==> config.mk <==
export PLATFORM = sky130hd
export DESIGN_NAME = chip8_scanout
export DESIGN_NICKNAME = d
export VERILOG_FILES = /design/src/rtl/chip8_scanout.sv
export SDC_FILE = /design/constraint.sdc
export NUM_CORES = 1
export LEC_CHECK = 0
export CAP_MARGIN = 20
export CORE_ASPECT_RATIO = 0.75
export CORE_MARGIN = 2
export CORE_UTILIZATION = 45
export DETAILED_ROUTE_END_ITERATION = 10
export PLACE_DENSITY = 0.7
export SETUP_SLACK_MARGIN = 0.3
export SLEW_MARGIN = 15
export SYNTH_ARGS = -nofsm -noshare
export SYNTH_HDL_FRONTEND = slang
export SYNTH_SLANG_ARGS = --single-unit
export TNS_END_PERCENT = 50
==> constraint.sdc <==
create_clock -name clk -period 2.55 [get_ports clk]
set_input_delay 0.765 -clock clk [delete_from_list [all_inputs] [get_ports clk]]
set_output_delay 0.765 -clock clk [all_outputs]
set_load 0.05 [all_outputs]
==> src/rtl/chip8_scanout.sv <==
// chip8_scanout: raster-order 64x32 framebuffer reader, one pixel per handshake.
// Define CHIP8_SCANOUT_PREFETCH_EN to overlap the next byte read with shifting.
module chip8_scanout (
  input  logic       clk,
  input  logic       reset,
  input  logic       start,
  output logic       busy,
  output logic       frame_done,
  output logic       mem_rd,
  output logic [7:0] mem_addr,
  input  logic [7:0] mem_data,
  output logic       pix_valid,
  input  logic       pix_ready,
  output logic       pix_data,
  output logic [5:0] pix_x,
  output logic [4:0] pix_y,
  output logic       sof,
  output logic       eol,
  output logic       eof
);

  typedef enum logic [2:0] {
    IDLE,
    FETCH,
    WAIT,
    SHIFT,
    DONE
  } state_t;

  state_t     state;
  logic [7:0] addr;
  logic [2:0] bitcnt;
  logic [7:0] shift;

`ifdef CHIP8_SCANOUT_PREFETCH_EN
  logic [7:0] hold;
  logic       hold_full;
  logic       rd_pend;
`endif

  logic [7:0] addr_nx;
  logic [7:0] shift_nx;
  logic [2:0] bit_nx;

  assign addr_nx  = addr + 8'd1;
  assign shift_nx = {shift[6:0], 1'b0};
  assign bit_nx   = bitcnt + 3'd1;

  // {pix_data, sof, eol, eof, pix_x, pix_y} for a given byte/bit position
  function automatic logic [14:0] tags(
    input logic [7:0] sh,
    input logic [7:0] ad,
    input logic [2:0] bc
  );
    tags = {sh[7],
            (ad == 8'd0) && (bc == 3'd0),
            (ad[2:0] == 3'd7) && (bc == 3'd7),
            (ad == 8'hff) && (bc == 3'd7),
            ad[2:0], bc, ad[7:3]};
  endfunction

  always_ff @(posedge clk) begin
    if (reset) begin
      state      <= IDLE;
      addr       <= '0;
      bitcnt     <= '0;
      shift      <= '0;
      busy       <= 1'b0;
      frame_done <= 1'b0;
      mem_rd     <= 1'b0;
      mem_addr   <= '0;
      pix_valid  <= 1'b0;
      {pix_data, sof, eol, eof, pix_x, pix_y} <= '0;
`ifdef CHIP8_SCANOUT_PREFETCH_EN
      hold       <= '0;
      hold_full  <= 1'b0;
      rd_pend    <= 1'b0;
`endif
    end else begin
      mem_rd     <= 1'b0;
      frame_done <= 1'b0;
`ifdef CHIP8_SCANOUT_PREFETCH_EN
      rd_pend <= mem_rd && (state == SHIFT);
      if (rd_pend) begin
        hold      <= mem_data;
        hold_full <= 1'b1;
      end
`endif
      unique case (state)
        IDLE: begin
          if (start) begin
            state    <= FETCH;
            busy     <= 1'b1;
            mem_rd   <= 1'b1;
            mem_addr <= '0;
            addr     <= '0;
            bitcnt   <= '0;
          end
        end
        FETCH: state <= WAIT;
        WAIT: begin
          state     <= SHIFT;
          shift     <= mem_data;
          bitcnt    <= '0;
          pix_valid <= 1'b1;
          {pix_data, sof, eol, eof, pix_x, pix_y} <=
            tags(mem_data, addr, 3'd0);
`ifdef CHIP8_SCANOUT_PREFETCH_EN
          mem_rd   <= (addr != 8'hff);
          mem_addr <= addr_nx;
`endif
        end
        SHIFT: begin
          if (pix_ready) begin
            if (bitcnt != 3'd7) begin
              shift  <= shift_nx;
              bitcnt <= bit_nx;
              {pix_data, sof, eol, eof, pix_x, pix_y} <=
                tags(shift_nx, addr, bit_nx);
            end else if (addr == 8'hff) begin
              state      <= DONE;
              busy       <= 1'b0;
              frame_done <= 1'b1;
              pix_valid  <= 1'b0;
              {pix_data, sof, eol, eof, pix_x, pix_y} <= '0;
            end else begin
              addr   <= addr_nx;
              bitcnt <= '0;
`ifdef CHIP8_SCANOUT_PREFETCH_EN
              if (hold_full) begin
                shift     <= hold;
                hold_full <= 1'b0;
                mem_rd    <= (addr_nx != 8'hff);
                mem_addr  <= addr_nx + 8'd1;
                {pix_data, sof, eol, eof, pix_x, pix_y} <=
                  tags(hold, addr_nx, 3'd0);
              end else begin
                state     <= FETCH;
                pix_valid <= 1'b0;
                mem_rd    <= 1'b1;
                mem_addr  <= addr_nx;
                {pix_data, sof, eol, eof, pix_x, pix_y} <= '0;
              end
`else
              state     <= FETCH;
              pix_valid <= 1'b0;
              mem_rd    <= 1'b1;
              mem_addr  <= addr_nx;
              {pix_data, sof, eol, eof, pix_x, pix_y} <= '0;
`endif
            end
          end
        end
        DONE:    state <= IDLE;
        default: state <= IDLE;
      endcase
    end
  end

endmodule

==> results of run 1 <==
-- layout make-up --
class	instances	area [sq um]
Fill cell	364	1570
Multi-Input combinational cell	152	923
Sequential cell	40	801
Timing Repair Buffer	50	490
Clock buffer	6	82.6
Tap cell	55	68.8
Inverter	9	33.8
Clock inverter	2	10.0
-- layout by cell type (no fill, tap or decap), drive strengths merged, types with 2 or more instances in the layout --
master	count
a221oi	3
nor3	4
nor2b	2
or4	3
nand2	23
nor2	22
nand3	20
nand4	2
buf	12
a22o	2
o41ai	2
a21oi	10
ha	7
clkbuf	6
inv	9
dfxtp	40
a22oi	8
nand2b	5
a2bb2oi	2
dlymetal6s2s	4
a31oi	4
and4	2
dlygate4sd2	2
clkinv	2
and2	2
clkdlybuf4s50	32
and3	3
or3	4
a311oi	6
o311ai	2
o21ai	2
-- routing by layer --
metal  up-vias  routed length (microns)  part of all wire
met3         5                      237             0.052
met2        47                     1790              0.39
met5         -                        0                 0
li1        870                        -                 -
met4         0                       42            0.0092
met1       780                     2480              0.55
-- logic make-up after synthesis --
kind of cell / after synthesis
buf+inv: 26
compound gates: 48
flops: 40
fa+ha+maj: 7
simple gates: 97
-- power by group --
part	internal, W	switching (W)	total [W]	leakage (nW)
Clock	0.000216	0.000226	0.000442	0.0510
Sequential	0.000649	0.0000209	0.000670	0.325
Combinational	0.0000769	0.000120	0.000197	0.578
Total	0.000942	0.000367	0.00131	0.953
-- worst min-delay path, stage by stage, from the launching register on --
cell,delay [ns]
dfxtp_1,0.32
nand2_1,0.05
a21oi_1,0.05
-- through the flow --
step / hold slack (ns) / power [W] / setup WS [ns] / std cells / utilization
6_report: 0.468 / 0.00131 / 0.340 / 314 / 0.606
5_1_grt: 0.490 / 0.00136 / 0.291 / 314 / 0.606
4_1_cts: 0.474 / 0.00132 / 0.143 / 314 / 0.603
3_5_place_dp: 0.457 / 0.000879 / 0.0809 / 306 / 0.580
3_3_place_gp: 0.446 / 0.000877 / 0.116 / 306 / 0.580
2_1_floorplan: 0.446 / 0.000802 / 0.479 / 218 / -
-- registers in the layout, summed over array words and instances, names as in the netlist --
name,count
addr,8
shift,7
pix_x,6
pix_y,5
bitcnt,3
state,3
busy,1
eof,1
eol,1
frame_done,1
mem_rd,1
pix_data,1
pix_valid,1
sof,1
-- synthesized netlist by cell type, drive strengths merged, types with 2 or more instances --
| cell | instances |
|---|---|
| nand3 | 20 |
| a311oi | 6 |
| nor3 | 4 |
| o21ai | 2 |
| a31oi | 4 |
| and2 | 2 |
| nand4 | 2 |
| buf | 6 |
| a22oi | 8 |
| and3 | 3 |
| nor2b | 2 |
| inv | 9 |
| nor2 | 22 |
| and4 | 2 |
| a2bb2oi | 2 |
| nand2 | 23 |
| clkbuf | 11 |
| dfxtp | 40 |
| a21oi | 10 |
| a22o | 2 |
| o41ai | 2 |
| nand2b | 5 |
| o311ai | 2 |
| a221oi | 3 |
| ha | 7 |
| or3 | 4 |
| or4 | 3 |
-- path summary, 6_finish.rpt --
kind | end | slack, ns | cells past startpoint
setup / recovery | sof | 0.34 | 1
hold / removal | pix_x[0]$_SDFFE_PP0P_ | 0.47 | 2
setup reg to reg | addr[5]$_SDFFE_PP0P_ | 0.50 | 5
hold reg to reg | pix_x[0]$_SDFFE_PP0P_ | 0.47 | 2
-- what timing repair did --
| item | 4_1_cts | 5_1_grt |
|---|---|---|
| hold endpoints to repair | 0 | 0 |
| cloned | 0 | 0 |
| endpoints found under the setup margin | 4 | 14 |
| gates resized for setup | 2 | 6 |
==> out/qor.csv, run 1 <==
stage,metric,value,unit
status,status,"finished, final reports clean",
logic_synthesis,simple-gate portion of the synthesized area,0.264,
global_route,pin count of the biggest net entering global routing,28,
clock_tree,CTS Buf Count,5,
clock_tree,CTS Buffer Depth,2,
worst_setup_path,Startpoint Class,flip-flop,
run,Max Cap Violations,0,
clock_tree,CTS tree,yes,
route,DR vias/cell,5.42,
global_route,all-layer global routing usage,0.206,
worst_setup_path,crit-path max cell delay,0.81,ns
floorplan,Initial Util,0.460,
route,total number of vias,1702,
timing,final hold vios,0,
logic_synthesis,synthesis-stage register bit count,40,
logic_synthesis,"top cells by area, synth","dfxtp_1 (44%), nand3_1 (5.5%), ha_1 (4.8%), nand2_1 (4.7%), nor2_1 (4.5%)",
floorplan,Die X,77.7,microns
floorplan,std cell rows,20,
logic_synthesis,Syn Area/Cell,8.40,sq um
logic_synthesis,cell accounting for the most synthesized area,dfxtp_1,
logic_synthesis,Ys Warns,0,
timing,Worst Tran Pin Value,0.524,ns
global_route,number of global-route vias before repair,1479,
min_path,Hold Path Origin,pix_x[0]$_SDFFE_PP0P_,
timing,TNS Setup,0,ns
timing,Pins Over Slew Limit,0,
layout,Layout area overhead,31.6,%
global_route,initial antenna violation count,0,
route,Detailed Route Iter0 Violations,85,
global_route,Most Crowded Layer GR,met1,
clock_tree,clock-pin slew on the worst setup and hold paths,0.08,ns
timing,unrepaired setup endpoints after global routing,yes,
layout,layout cells sized above 1,0.0849,
logic_synthesis,Adder-Cell Fraction of Synth Area,0.0478,
clock_tree,Sink Count,40,
logic_synthesis,sequential element share of the synthesized area,0.437,
logic_synthesis,"FFs w/ async S/R, synth",0,
placed_design,routability cong.,0.918,
logic_synthesis,post-synth cell types,43,
logic_synthesis,post-synthesis compound-gate area fraction,0.191,
timing,Max Fclk,452,MHz
worst_setup_path,r2r startpoint,addr[0]$_SDFFE_PP0P_,
worst_setup_path,"delay-heaviest family, CP",buffers and inverters,
logic_synthesis,Post-synth EDFFs,0,
global_route,grt ovf,0,
power,pwr/cell area,543,mW/mm^2
placed_design,IO buf count,38,
timing,Tmin final,2.21,ns
floorplan,Die ar.,0.00460,sq mm
logic_synthesis,prevailing post-synth register cell,dfxtp_1,
logic_synthesis,Synthesized Nets,237,
timing,clock skew,0.00565,ns
worst_setup_path,worst-path fanout max,2,
timing,setup violators final,0,
route,1st-pass router iterations,4,
worst_setup_path,"Slowest-stage cell, CP",clkdlybuf4s50_1,
worst_setup_path,critical path type,reg2out,
worst_setup_path,CP Cell Sequence,clkdlybuf4s50_1,
clock_tree,latest clock arrival within the worst-skew pair,0.30,ns
floorplan,area of the core,0.00398,sq mm
logic_synthesis,Post-Synth XOR/XNOR Area,0,
route,WL final,4550,microns
logic_synthesis,main combinational cell family by area after synthesis,simple AND/OR/NAND/NOR gates,
logic_synthesis,mux contribution to synthesized area,0,
floorplan,num ports,39,
global_route,GRT met3 Usage,0.0549,
route,routed len/inst,14.5,microns
clock_tree,Setup Buffers After CTS,0,
clock_tree,CTS Hold Bufs,0,
global_route,GR Util met1,0.316,
floorplan,die extent in y,59.3,microns
placed_design,Post-DP HPWL,3150,microns
layout,Inserted Diodes,0,
timing,Tcrit/Tclk final,0.867,
logic_synthesis,cell area after synthesis,0.00183,sq mm
worst_setup_path,critical path data arrival time,1.45,ns
worst_setup_path,crit path capture type,output pin,
logic_synthesis,Mapped Cells,218,
logic_synthesis,Synth top area share,0.437,
layout,"Net count, final",277,
layout,fin area,0.00241,sq mm
clock_tree,# H-tree levels,2,
global_route,GR Util met2,0.278,
worst_setup_path,Worst Setup SP,sof$_SDFFE_PP0P_,
min_path,Hold Path Class,reg2reg,
timing,headroom to the max-slew limit,0.651,
global_route,global-route wire length before repair,7310,microns
worst_setup_path,Crit path required time,1.79,ns
clock_tree,CTS root buf,clkbuf_8,
route,ANT nets after route,0,
worst_setup_path,CP Buf/Inv Count,1,
route,DRC viols,0,
power,worst vdd ir,0.379,mV
placed_design,placed cell areas,0.00231,sq mm
power,leakage power,0.953,nW
(Power assumes the default switching activity.)
==> run 2, diff against run 1 <==
--- a/config.mk
+++ b/config.mk
@@ -7,7 +7,7 @@
 export LEC_CHECK = 0
 export CAP_MARGIN = 20
 export CORE_ASPECT_RATIO = 0.75
-export CORE_MARGIN = 2
+export CORE_MARGIN = 1.5
 export CORE_UTILIZATION = 45
 export DETAILED_ROUTE_END_ITERATION = 10
 export PLACE_DENSITY = 0.7
==> run 2 against run 1 <==
Critical path depth is the same. Wire length grew 2.1%. Flip-flop and latch count is the same. Clock skew grew 0.00094 ns. Fmax shrank 0.49%. Via count grew 2.6%. Total power shrank 1.3%. Core utilization grew 3.3 points. Critical endpoint is now pix_x[1].
==> out/qor.csv, run 2 (same netlist as run 1, synthesis figures left out) <==
stage,metric,value,unit,change
placed_design,routability cong.,0.864,,-5.9%
min_path,Hold Path Origin,pix_x[0]$_SDFFE_PP0P_,,
worst_setup_path,r2r startpoint,bitcnt[0]$_SDFFE_PP0P_,,
clock_tree,CTS Buffer Depth,2,,unchanged
route,ANT nets after route,0,,unchanged
floorplan,num ports,39,,unchanged
clock_tree,CTS root buf,clkbuf_8,,
clock_tree,CTS Hold Bufs,0,,unchanged
global_route,GR Util met2,0.324,,+0.0453
layout,Post-Route Utilization,0.639,,+0.0329
power,worst vdd ir,0.398,mV,+4.8%
clock_tree,clock-pin slew on the worst setup and hold paths,0.07,ns,about the same
placed_design,Post-DP HPWL,3290,microns,+4.4%
layout,Inserted Diodes,0,,unchanged
route,total number of vias,1746,,+2.6%
status,status,"finished, final reports clean",,
layout,"Net count, final",279,,+0.72%
timing,Max Fclk,450,MHz,-0.49%
route,1st-pass router iterations,5,,+1
route,DR vias/cell,5.58,,+2.9%
route,routed len/inst,14.8,microns,+2.4%
timing,Worst Tran Pin Value,0.508,ns,-0.0156 ns
timing,Tcrit/Tclk final,0.871,,+0.00427
timing,unrepaired setup endpoints after global routing,yes,,
layout,layout cells sized above 1,0.0843,,-0.000651
timing,TNS Setup,0,ns,unchanged
global_route,all-layer global routing usage,0.210,,+0.00399
layout,"Most flops, register",addr,,
floorplan,Die X,76.7,microns,-1.3%
clock_tree,CTS Buf Count,5,,unchanged
layout,Layout area overhead,31.8,%,
floorplan,std cell rows,19,,-5.0%
timing,Pins Over Slew Limit,0,,unchanged
global_route,Most Crowded Layer GR,met2,,
clock_tree,Sink Count,40,,unchanged
layout,"commonest non-fill, non-tap cell in the layout",dfxtp_1,,
worst_setup_path,CP Cell Sequence,clkdlybuf4s50_1,,
global_route,grt ovf,0,,unchanged
worst_setup_path,crit-path max cell delay,0.82,ns,about the same
timing,WHS,0.461,ns,-0.00668 ns
worst_setup_path,Worst Setup SP,pix_x[1]$_SDFFE_PP0P_,,
timing,Tmin final,2.22,ns,+0.0109 ns
worst_setup_path,critical path type,reg2out,,
floorplan,Initial Util,0.485,,+0.0242
layout,fin area,0.00241,sq mm,+0.16%
worst_setup_path,Startpoint Class,flip-flop,,
clock_tree,# H-tree levels,2,,unchanged
global_route,GRT met3 Usage,0.0425,,-0.0124
power,Pwr Total,0.00129,W,-1.3%
run,Max Cap Violations,0,,unchanged
global_route,number of global-route vias before repair,1529,,+3.4%
power,leakage power,0.923,nW,-3.1%
clock_tree,CTS tree,yes,,
worst_setup_path,CP Buf/Inv Count,1,,unchanged
timing,final hold vios,0,,unchanged
floorplan,die extent in y,58.3,microns,-1.7%
worst_setup_path,critical path data arrival time,1.46,ns,about the same
global_route,pin count of the biggest net entering global routing,27,,-3.6%
global_route,initial antenna violation count,0,,unchanged
worst_setup_path,crit path capture type,output pin,,
layout,"commonest cells after routing, fill and taps aside","dfxtp_1 (40), clkdlybuf4s50_1 (34), nand2_1 (23), nor2_1 (22), nand3_1 (20)",,
layout,max reg flops,8,,unchanged
min_path,Hold Path Class,reg2reg,,
timing,headroom to the max-slew limit,0.660,,+0.00934
clock_tree,latest clock arrival within the worst-skew pair,0.28,ns,-0.02 ns
worst_setup_path,"Slowest-stage cell, CP",clkdlybuf4s50_1,,
timing,clock skew,0.00659,ns,+0.000936 ns
global_route,global-route wire length before repair,7380,microns,+0.94%
floorplan,area of the core,0.00378,sq mm,-5.0%
floorplan,Die ar.,0.00447,sq mm,-3.0%
route,WL final,4640,microns,+2.1%
global_route,GR Util met1,0.304,,-0.0114
worst_setup_path,worst-path fanout max,2,,unchanged
timing,setup violators final,0,,unchanged
route,DRC viols,0,,unchanged
power,pwr/cell area,535,mW/mm^2,-1.5%
placed_design,IO buf count,38,,unchanged
placed_design,placed cell areas,0.00232,sq mm,+0.49%
worst_setup_path,Crit path required time,1.79,ns,about the same
worst_setup_path,"delay-heaviest family, CP",buffers and inverters,,
route,Detailed Route Iter0 Violations,115,,+35%
-- run 2: path summary, 6_finish.rpt --
kind | to | slack, ns | depth (start not counted)
setup / recovery | pix_x[1] | 0.33 | 1
hold / removal | pix_x[0]$_SDFFE_PP0P_ | 0.46 | 2
setup reg to reg | addr[6]$_SDFFE_PP0P_ | 0.46 | 7
hold reg to reg | pix_x[0]$_SDFFE_PP0P_ | 0.46 | 2
-- run 2: layout make-up --
cell class / count / area, sq um
fill: 339 / 1370
multi-input combinational: 152 / 923
sequential: 40 / 801
timing repair buffer: 52 / 500
clock buffer: 8 / 90.1
tap: 52 / 65.1
inverter: 9 / 33.8
-- run 2: worst min-delay path, delay by kind of cell (launching register included) --
family          cells  cell delay, ns
flops               1            0.31
simple gates        1            0.05
compound gates      1            0.05
-- run 2: routing by layer --
metal | share of wire | vias to the layer above
met5 | 0 | -
met4 | 0.0062 | 0
met3 | 0.063 | 4
met2 | 0.43 | 64
met1 | 0.50 | 802
li1 | - | 876
-- run 2: metrics by stage --
stage,std cells,setup slack (ns)
3_5_place_dp,305,0.0842
6_report,313,0.329
2_1_floorplan,218,0.479
5_1_grt,313,0.297
4_1_cts,313,0.200
3_3_place_gp,305,0.114
-- run 2: timing repair --
| action | CTS | global route |
|---|---|---|
| resized for setup | 2 | 4 |
| setup buffers | 0 | 0 |
| setup endpoints to repair | 4 | 8 |
-- run 2: power by group --
part	leakage (nW)	internal (W)	switching, W	total, W
registers	0.325	0.000649	0.0000211	0.000670
clock network	0.0455	0.000221	0.000204	0.000425
logic	0.553	0.0000780	0.000119	0.000197
